### src/rtl/data_mem_copy_dma.sv
// data_mem_copy_dma: copies len words from src to dst in one attached data
// memory. Each word is read, held in a single-word buffer, then written, in
// strictly ascending order. Addresses wrap modulo DATA_MEM_SIZE.
module data_mem_copy_dma #(
    parameter int DATA_MEM_SIZE = 100,
    parameter int ADDR_NBITS    = 7
) (
    input  logic                  clk,
    input  logic                  reset,

    input  logic                  start__en,
    output logic                  start__rdy,
    input  logic [ADDR_NBITS-1:0] start__src,
    input  logic [ADDR_NBITS-1:0] start__dst,
    input  logic [ADDR_NBITS-1:0] start__len,

    output logic                  send_raddr__en,
    output logic [ADDR_NBITS-1:0] send_raddr__msg,
    input  logic                  send_raddr__rdy,

    input  logic                  recv_rdata__en,
    input  logic [33:0]           recv_rdata__msg,
    output logic                  recv_rdata__rdy,

    output logic                  send_waddr__en,
    output logic [ADDR_NBITS-1:0] send_waddr__msg,
    input  logic                  send_waddr__rdy,

    output logic                  send_wdata__en,
    output logic [33:0]           send_wdata__msg,
    input  logic                  send_wdata__rdy,

    output logic                  done__en,
    output logic                  busy
);

    localparam logic [ADDR_NBITS-1:0] MEM_SIZE_A = ADDR_NBITS'(DATA_MEM_SIZE);
    localparam logic [ADDR_NBITS-1:0] MEM_LAST_A = ADDR_NBITS'(DATA_MEM_SIZE - 1);

    typedef enum logic [1:0] {
        IDLE  = 2'd0,
        READ  = 2'd1,
        WRITE = 2'd2,
        DONE  = 2'd3
    } state_t;

    // Normalised copy command as captured on accept.
    typedef struct packed {
        logic [ADDR_NBITS-1:0] src;
        logic [ADDR_NBITS-1:0] dst;
        logic [ADDR_NBITS-1:0] len;
    } cmd_t;

    state_t                state;
    logic [ADDR_NBITS-1:0] src_addr;
    logic [ADDR_NBITS-1:0] dst_addr;
    logic [ADDR_NBITS-1:0] len_q;
    logic [ADDR_NBITS-1:0] cnt;
    logic [ADDR_NBITS-1:0] cnt_nxt;
    logic [33:0]           buf_q;
    cmd_t                  cmd;
    logic                  accept;
    logic                  rd_fire;
    logic                  wr_fire;
    logic                  wr_ok;

    function automatic logic [ADDR_NBITS-1:0] wrap_inc(input logic [ADDR_NBITS-1:0] a);
        return (a == MEM_LAST_A) ? '0 : a + 1'b1;
    endfunction

    // Reduce incoming addresses into range and clamp the length to the memory size.
    always_comb begin
        cmd.src = start__src % MEM_SIZE_A;
        cmd.dst = start__dst % MEM_SIZE_A;
        cmd.len = (start__len > MEM_SIZE_A) ? MEM_SIZE_A : start__len;
    end

    // Handshake decode; reset gates every enable so nothing fires while it is high.
    always_comb begin
        start__rdy      = (state == IDLE) && !reset;
        accept          = start__en && start__rdy;
        recv_rdata__rdy = (state == READ) && !reset;
        send_raddr__en  = (state == READ) && send_raddr__rdy && !reset;
        rd_fire         = send_raddr__en && recv_rdata__en;
        // Address and data are only ever issued together.
        wr_ok           = send_waddr__rdy && send_wdata__rdy;
        send_waddr__en  = (state == WRITE) && wr_ok && !reset;
        send_wdata__en  = send_waddr__en;
        wr_fire         = send_waddr__en;
        cnt_nxt         = cnt + 1'b1;
        done__en        = (state == DONE);
        busy            = (state != IDLE);
    end

    // Messages come straight from state registers, so they hold while stalled.
    always_comb begin
        send_raddr__msg = src_addr;
        send_waddr__msg = dst_addr;
        send_wdata__msg = buf_q;
    end

    // Copy FSM: accept -> (READ -> WRITE)* -> DONE -> IDLE.
    always_ff @(posedge clk or posedge reset) begin
        if (reset) begin
            state    <= IDLE;
            src_addr <= '0;
            dst_addr <= '0;
            len_q    <= '0;
            cnt      <= '0;
            buf_q    <= '0;
        end else begin
            case (state)
                IDLE: begin
                    if (accept) begin
                        src_addr <= cmd.src;
                        dst_addr <= cmd.dst;
                        len_q    <= cmd.len;
                        cnt      <= '0;
                        state    <= (cmd.len == '0) ? DONE : READ;
                    end
                end
                READ: begin
                    if (rd_fire) begin
                        buf_q <= recv_rdata__msg;
                        state <= WRITE;
                    end
                end
                WRITE: begin
                    if (wr_fire) begin
                        src_addr <= wrap_inc(src_addr);
                        dst_addr <= wrap_inc(dst_addr);
                        cnt      <= cnt_nxt;
                        state    <= (cnt_nxt == len_q) ? DONE : READ;
                    end
                end
                DONE: begin
                    state <= IDLE;
                end
                default: state <= IDLE;
            endcase
        end
    end

endmodule
### config.mk
export PLATFORM = sky130hd
export DESIGN_NAME = data_mem_copy_dma
export DESIGN_NICKNAME = d
export VERILOG_FILES = /design/src/rtl/data_mem_copy_dma.sv
export SDC_FILE = /design/constraint.sdc
export NUM_CORES = 1
export LEC_CHECK = 0
export CORE_UTILIZATION = 45
export CTS_CLUSTER_SIZE = 24
export DETAILED_ROUTE_END_ITERATION = 6
export PLACE_DENSITY = 0.76
export SETUP_SLACK_MARGIN = 0.2
export SLEW_MARGIN = 20
export SYNTH_ARGS = -nofsm -noshare
export SYNTH_HDL_FRONTEND = slang
export SYNTH_SLANG_ARGS = --single-unit
### constraint.sdc
create_clock -name clk -period 3.5 [get_ports clk]
set_input_delay 0.875 -clock clk [delete_from_list [all_inputs] [get_ports clk]]
set_output_delay 0.875 -clock clk [all_outputs]
set_load 0.01 [all_outputs]
=== Word level (Yosys, flattened, before mapping) ===
Index checks and enable logic that the tools add are counted.

* Word-level logic and storage cells: 57
* Bits of input ports: 62
* Output and inout bits: 55
* Register bits after elaboration: 64

* Muxes and demuxes: 18
* Div/mod/pow operators: 2
* Reduce and logical (&&, ||, !) cells: 18
* Add/subtract/negate cells: 3
* Magnitude comparators: 1
* Equal/unequal tests: 9

{| class="wikitable"
|+ Operators by type and width
! cell !! number
|-
| 2-to-1 mux 7 bit || 9
|-
| case mux 7 bit (2 select lines) || 3
|-
| adder 7 x 1 -> 7 bit (second input constant) || 3
|-
| equality test 7 bit (second input constant) || 2
|-
| modulo 7 x 7 -> 7 bit (second input constant) || 2
|-
| 2-to-1 mux 2 bit || 5
|-
| logical AND 1 bit || 9
|-
| case mux 2 bit (4 select lines) || 1
|-
| equality test 7 bit || 1
|-
| > comparator 7 bit (second input constant) || 1
|-
| zero test 7 bit || 1
|-
| != test 2 bit (second input constant) || 3
|-
| AND reduction 3 bit || 2
|-
| equality test 2 bit (second input constant) || 2
|-
| AND reduction 2 bit || 2
|-
| nonzero test 2 bit || 2
|-
| equality test 2 x 1 -> 1 bit (second input constant) || 1
|-
| zero test 2 bit || 1
|-
| zero test 1 bit || 1
|}

=== Depth between registers and ports, before layout ===
Gate-level depths: netlist of run 1.

* Depth in word-level cells: 6
* Depth in mapped cells: 8
* Gate-level depth less buffers: 7

=== Worst setup path after synthesis of run 1 ===
OpenSTA, ideal clock, no wires.

* Kind: input port to output port
* From: input reset
* To: output send_wdata__en
* Required time: 2,625 ps
* Arrival: 1,815 ps
* Setup slack: 810 ps
* Path buffers: 3
* Stages: 5
* Cell sequence: clkbuf_1 or3_1 clkbuf_1 inv_2 buf_4

* Cells in the longest elaborated chain, start to end: 2

{| class="wikitable"
|+ Ends and longest elaborated chain
! item !! line !! text
|-
| start: declaration || 9 || <nowiki>input logic reset,</nowiki>
|-
| zero test 1 bit (no line) || n/a ||
|-
| logical AND 1 bit || 87 || <nowiki>send_waddr__en = (state == WRITE) && wr_ok && !reset;</nowiki>
|-
| end: declaration || 29 || <nowiki>output logic send_wdata__en,</nowiki>
|}

Every way passes these cells.

=== Final worst setup path of run 1 ===
* From: input reset
* To: output send_raddr__en

* Cells in the longest elaborated chain, start to end: 2

{| class="wikitable"
|+ Ends and longest elaborated chain
! item !! line !! text
|-
| zero test 1 bit (no line) || n/a ||
|-
| logical AND 1 bit || 83 || <nowiki>send_raddr__en = (state == READ) && send_raddr__rdy && !reset;</nowiki>
|-
| end: declaration || 17 || <nowiki>output logic send_raddr__en,</nowiki>
|}

Every way passes these cells.

==> impl_metrics.env, run 1 <==
export IMPL_comb_power_share_pct=44.9
export IMPL_hold_path_depth=1
export IMPL_die_w_um=86.90
export IMPL_cts_tree="done"
export IMPL_htree_levels=3
export IMPL_hold_buffers=0
export IMPL_grt_pass1_vias=2769
export IMPL_core_um2=6869
export IMPL_reg2reg_depth=5
export IMPL_ys_warn_count=0
export IMPL_holdCritPathClass="register to register"
export IMPL_rsz0062_at_grt="no"
export IMPL_setup_slack_ns=0.3010
export IMPL_p_sw_share_pct=35.44
export IMPL_startpoint_type="input port"
export IMPL_via_per_inst=5.338
export IMPL_antenna_found_initial=0
export IMPL_routedWlPerCell_um=15.31
export IMPL_p_int_mw=2.206
export IMPL_power_leakage_nw=2.001
export IMPL_dpl_cell_area_um2=4519
export IMPL_r2r_start="state[1]$_DFFE_PP0P_"
export IMPL_antenna_left=0
export IMPL_crit_start="reset"
export IMPL_timing_setup_tns_ns=0
export IMPL_seq_power_share_pct=38.9
export IMPL_grt_pass1_wl_mm=12.96
export IMPL_worstPathRequired_ns=2.62
export IMPL_powerDensity_nw_per_um2=726.7
export IMPL_cp_end_kind="primary output"
export IMPL_peakVddDrop_mv=0.3664
export IMPL_dieArea_um2=7551
export IMPL_finalPower_mw=3.417
export IMPL_ios=117
export IMPL_worstHoldStart="send_wdata__msg[10]$_DFFE_PP0P_"
export IMPL_first_iter_violations=99
export IMPL_place_ws_ns=0.1585
export IMPL_rows=30
export IMPL_p_sw_mw=1.211
export IMPL_setup_violations=0
export IMPL_synth_edf_count=0
export IMPL_hold_viol=0
export IMPL_status="completed"
export IMPL_worst_clock_skew_ns=0.006846
export IMPL_die_h_um=86.90
export IMPL_root_buffer="clkbuf_8"
export IMPL_syn_nets=375
export IMPL_num_antenna_cells=0
export IMPL_synthCells=306
export IMPL_ctsLongestPathBuffers=2
export IMPL_fin_crit_ns=3.199
export IMPL_maxSlewHeadroom_pct=60.89
export IMPL_synth_ff_latch_count=64
export IMPL_syn_cell_area_um2=3243
export IMPL_grt_start_max_net_pins=36
export IMPL_fmax_mhz=312.6
export IMPL_crit_type="input port to primary output"
export IMPL_grt_overflow_total=0
export IMPL_fin_area_um2=4702
export IMPL_vias=2824
export IMPL_totalWireLength_mm=8.101
export IMPL_async_reset_ff_share_pct=100.0
export IMPL_clock_latency_ns=0.34
export IMPL_crit_path_max_fanout=7
export IMPL_grt_use_total_pct=22.48
export IMPL_clkPwrFrac_pct=16.2
export IMPL_ys_seq_area_share_pct=49.38
export IMPL_synth_ff_type="dfrtp_1"
export IMPL_synthToLayoutAreaGrowth_pct=44.98
export IMPL_postCtsSetupBuffers=0
export IMPL_dp_hpwl_mm=6.188
export IMPL_synth_cell_types=48
export IMPL_cts_sinks=64
export IMPL_fin_crit_sh_pct=91.40
export IMPL_drc=0
export IMPL_max_slew_worst_pin_slew_ns=0.5832
export IMPL_arrival_ns=2.32
export IMPL_nets=497
export IMPL_drive_above_1_share_pct=8.314
export IMPL_syn_avg_cell_area_um2=10.60
export IMPL_place_gp_congestion=0.8468
export IMPL_maxSlewViolCount=0
export IMPL_numCtsBuffers=9
export IMPL_drt_pass1_iter_count=4
export IMPL_path_clk_slew_ns=0.07
export IMPL_start_util_pct=47.21
export IMPL_drv_cap=0
export IMPL_port_buffers=116
-- synthesized netlist by cell type, drive strengths merged, types with 2 or more instances --
master  count  area [µm²]
nand3      13       65.06
nor4b       3       26.28
o31ai       5       42.54
o22ai       2       12.51
o31a        4       35.03
and2        2       12.51
buf         8       50.05
o21ai      32       160.2
xor2        6       52.55
a22o        3       26.28
o211ai      3       22.52
a31oi       5       31.28
o311ai      2       17.52
a21oi       8       40.04
and3        6       37.54
nor2       11       41.29
a22oi       3       22.52
nand2      29       108.9
ha          7       87.58
nand4b      3       26.28
nor2b       6       37.54
dfrtp      64        1602
nand2b      6       37.54
xnor2       8       70.07
nor3        3       15.01
mux2       34       382.9
clkbuf      6       22.52
inv         9       33.78
-- per-layer routing --
layer / global-route usage [%] / share of wire [%] / vias up
met5: 0 / 0 / -
met4: 10.00 / 1.9 / 0
met3: 3.507 / 6.1 / 16
met2: 39.37 / 49 / 121
met1: 27.33 / 44 / 1341
li1: - / - / 1346
-- flip-flops by register name (all words and copies together), names as in the netlist --
register and count:
send_raddr__msg 7, send_waddr__msg 7, state 2, cnt 7
send_wdata__msg 34, len_q 7
-- power by group through the flow --
stage	Clock (mW)	Sequential [mW]	Combinational [mW]
floorplan	0	1.42	0.607
global route	0.596	1.38	1.65
CTS	0.563	1.33	1.55
finish	0.553	1.33	1.53
detailed placement	0	1.34	1.54
global placement	0	1.33	1.50
-- metrics by stage --
stage | hold slack (ns) | instances | util, %
3_5_place_dp | 0.4737 | 513 | 65.79
6_report | 0.4854 | 529 | 68.45
4_1_cts | 0.4892 | 529 | 68.38
2_1_floorplan | 0.4583 | 306 | -
5_1_grt | 0.5001 | 529 | 68.45
3_3_place_gp | 0.4669 | 513 | 65.79
-- critical path, stage by stage --
cell,delay (ns)
clkdlybuf4s50_1,0.42
buf_4,0.17
nor2_1,0.19
and2_1,0.15
clkdlybuf4s50_1,0.52
-- cells in the final DEF (no fill, tap or decap), types with 2 or more instances in the layout --
cell and n:
clkdlybuf4s50_1 114, dfrtp_1 64, mux2_1 29, nand2_1 29
o21ai_1 18, o21ai_0 14, nand3_1 13, nor2_1 11
clkbuf_8 9, buf_4 9, xnor2_1 8, a21oi_1 8
inv_1 7, ha_1 7, nand2b_1 6, and3_1 6
nor2b_1 6, xor2_1 6, a31oi_1 5, mux2_2 5
o31a_1 4, o31ai_1 4, nand4b_1 3, a22oi_1 3
o211ai_1 3, a22o_1 3, nor4b_1 3, nor3_1 3
clkinv_2 3, clkinv_4 3, o311ai_1 2, inv_2 2
and2_1 2, o22ai_1 2, dlymetal6s2s_1 2
-- cell families (layout without fill, tap and decap cells) --
kind of cell             after synthesis  in the layout  synth area share [%]
AO/OA/AOI/OAI                         73             73                 14.35
XOR/XNOR                              14             14                 3.781
multiplexers                          35             35                 12.11
adder cells (fa/ha/maj)                7              7                 2.700
buffers and inverters                 23            150                 3.279
flip-flops                            64             64                 49.38
AND/OR/NAND/NOR                       90             90                 14.39
-- final timing paths --
check	end	slack, ns
min in group asynchronous	state[0]$_DFFE_PP0P_	1.11
worst max-delay path	send_raddr__en	0.30
worst min register to register	send_wdata__msg[10]$_DFFE_PP0P_	0.49
worst max register to register	send_raddr__msg[2]$_DFFE_PP0P_	1.48
max in group asynchronous	send_wdata__msg[22]$_DFFE_PP0P_	2.07
worst min-delay path	send_wdata__msg[10]$_DFFE_PP0P_	0.49
-- layout make-up --
class                   count  area [µm²]
clock buffers               9       123.9
clock inverters             7       48.80
fillers                   552        2167
inverters                   9       33.78
multi-input cells         219        1540
flip-flops and latches     64        1602
well taps                  96       120.1
repair buffers            125        1234
-- repair_timing --
item	CTS	global route
setup endpoints to repair	2	2
resized for setup	1	2
hold endpoints to repair	0	0
Power figures use the tool's default switching activity.
==> run 2: changes to the inputs <==
--- a/config.mk
+++ b/config.mk
@@ -5,6 +5,7 @@
 export SDC_FILE = /design/constraint.sdc
 export NUM_CORES = 1
 export LEC_CHECK = 0
+export CORE_MARGIN = 2
 export CORE_UTILIZATION = 45
 export CTS_CLUSTER_SIZE = 24
 export DETAILED_ROUTE_END_ITERATION = 6
==> run 2 against run 1 <==
Die area is 4.7% higher. Register-to-register slack hardly changed. Sequential cell count stayed put. Clock power is 11% higher. Sequential power hardly changed. Clock skew is 0.00075 ns lower. Setup slack hardly changed.
==> impl_metrics.env, run 2 (synthesis results as in run 1) <==
export IMPL_htree_levels=3
export IMPL_drive_above_1_share_pct=8.314
export IMPL_status="completed"
export IMPL_totalWireLength_mm=7.807
export IMPL_die_w_um=88.90
export IMPL_first_iter_violations=83
export IMPL_fin_crit_ns=3.199
export IMPL_num_antenna_cells=0
export IMPL_setup_violations=0
export IMPL_routedWlPerCell_um=14.76
export IMPL_clock_latency_ns=0.33
export IMPL_drt_pass1_iter_count=4
export IMPL_grt_pass1_wl_mm=12.61
export IMPL_fmax_mhz=312.6
export IMPL_crit_type="input port to primary output"
export IMPL_antenna_found_initial=0
export IMPL_place_inst=513
export IMPL_hold_slack_ns=0.4854
export IMPL_place_ws_ns=0.1609
export IMPL_drv_cap=0
export IMPL_dieArea_um2=7902
export IMPL_timing_setup_tns_ns=0
export IMPL_startpoint_type="input port"
export IMPL_synthToLayoutAreaGrowth_pct=46.10
export IMPL_layout_common_cells="clkdlybuf4s50_1, dfrtp_1, mux2_1, nand2_1, o21ai_1"
export IMPL_power_leakage_nw=2.010
export IMPL_port_buffers=116
export IMPL_ios=117
export IMPL_ctsLongestPathBuffers=2
export IMPL_comb_power_share_pct=43.8
export IMPL_seq_power_share_pct=38.5
export IMPL_dpl_cell_area_um2=4532
export IMPL_p_sw_share_pct=34.20
export IMPL_fin_crit_sh_pct=91.40
export IMPL_place_gp_congestion=0.8611
export IMPL_grt_start_max_net_pins=33
export IMPL_rsz0062_at_grt="no"
export IMPL_instances_no_fill=529
export IMPL_grt_use_total_pct=20.52
export IMPL_p_int_mw=2.279
export IMPL_cp_end_kind="primary output"
export IMPL_drc=0
export IMPL_largest_reg_flops=34
export IMPL_cts_sinks=64
export IMPL_setup_slack_ns=0.3010
export IMPL_nets=497
export IMPL_worstPathRequired_ns=2.62
export IMPL_hold_buffers=0
export IMPL_grt_overflow_total=0
export IMPL_holdCritPathClass="register to register"
export IMPL_numCtsBuffers=9
export IMPL_maxSlewViolCount=0
export IMPL_dp_hpwl_mm=5.982
export IMPL_path_clk_slew_ns=0.07
export IMPL_crit_path_max_fanout=7
export IMPL_clkPwrFrac_pct=17.7
export IMPL_layout_commonest_cell="clkdlybuf4s50_1"
export IMPL_fin_area_um2=4738
export IMPL_worst_clock_skew_ns=0.006100
export IMPL_final_core_util_pct=68.98
export IMPL_p_sw_mw=1.185
export IMPL_via_per_inst=5.372
export IMPL_die_h_um=88.90
export IMPL_hold_viol=0
export IMPL_rows=30
export IMPL_arrival_ns=2.32
export IMPL_vias=2842
export IMPL_powerDensity_nw_per_um2=731.0
export IMPL_grt_pass1_vias=2722
export IMPL_start_util_pct=47.21
export IMPL_peakVddDrop_mv=0.3193
export IMPL_finalPower_mw=3.464
export IMPL_max_slew_worst_pin_slew_ns=0.5804
export IMPL_core_um2=6869
export IMPL_antenna_left=0
export IMPL_cts_tree="done"
export IMPL_maxSlewHeadroom_pct=61.07
export IMPL_root_buffer="clkbuf_8"
-- run 2: cell types whose count changed in the layout (fill, tap and decap cells not counted), sizes merged --
cell,previous run,this run
bufinv,0,1
clkinv,6,4
clkinvlp,1,2
-- run 2: area by class of cell --
type | count | area (µm²)
inverters | 9 | 33.78
repair buffers | 125 | 1246
fillers | 539 | 2131
clock buffers | 9 | 123.9
well taps | 96 | 120.1
clock inverters | 7 | 72.57
multi-input cells | 219 | 1540
flip-flops and latches | 64 | 1602
-- run 2: critical path, stage by stage --
cell and delay, ns:
clkdlybuf4s50_1 0.43, buf_4 0.17, nor2_1 0.18, and2_1 0.15, clkdlybuf4s50_1 0.52
-- run 2: path summary, 6_finish.rpt --
check                      depth (start not counted)                             from  slack (ns)                              end
setup reg to reg                                   5             state[0]$_DFFE_PP0P_        1.47  send_wdata__msg[33]$_DFFE_PP0P_
min in group asynchronous                          4                            reset        1.12  send_wdata__msg[13]$_DFFE_PP0P_
hold reg to reg                                    1  send_wdata__msg[27]$_DFFE_PP0P_        0.49  send_wdata__msg[27]$_DFFE_PP0P_
hold / removal                                     1  send_wdata__msg[27]$_DFFE_PP0P_        0.49  send_wdata__msg[27]$_DFFE_PP0P_
setup / recovery                                   5                            reset        0.30                   send_raddr__en
max in group asynchronous                          4                            reset        2.05   send_raddr__msg[2]$_DFFE_PP0P_
-- run 2: timing repair --
action / in CTS / in global routing
gates resized for setup: 1 / 2
setup buffers: 0 / 0
endpoints found under the setup margin: 2 / 2
-- run 2: power groups by stage --
stage,Combinational [mW],Sequential (mW),Clock [mW]
2_1_floorplan,0.607,1.42,0
3_3_place_gp,1.50,1.33,0
3_5_place_dp,1.53,1.34,0
4_1_cts,1.53,1.33,0.629
5_1_grt,1.65,1.38,0.667
6_report,1.52,1.33,0.613
-- run 2: metal layers --
metal / wire length (µm) / global-route usage (%) / up-vias
li1: - / - / 1344
met1: 3281 / 25.22 / 1384
met2: 3857 / 35.75 / 102
met3: 554 / 4.247 / 12
met4: 113 / 7.300 / 0
met5: 0 / 0 / -
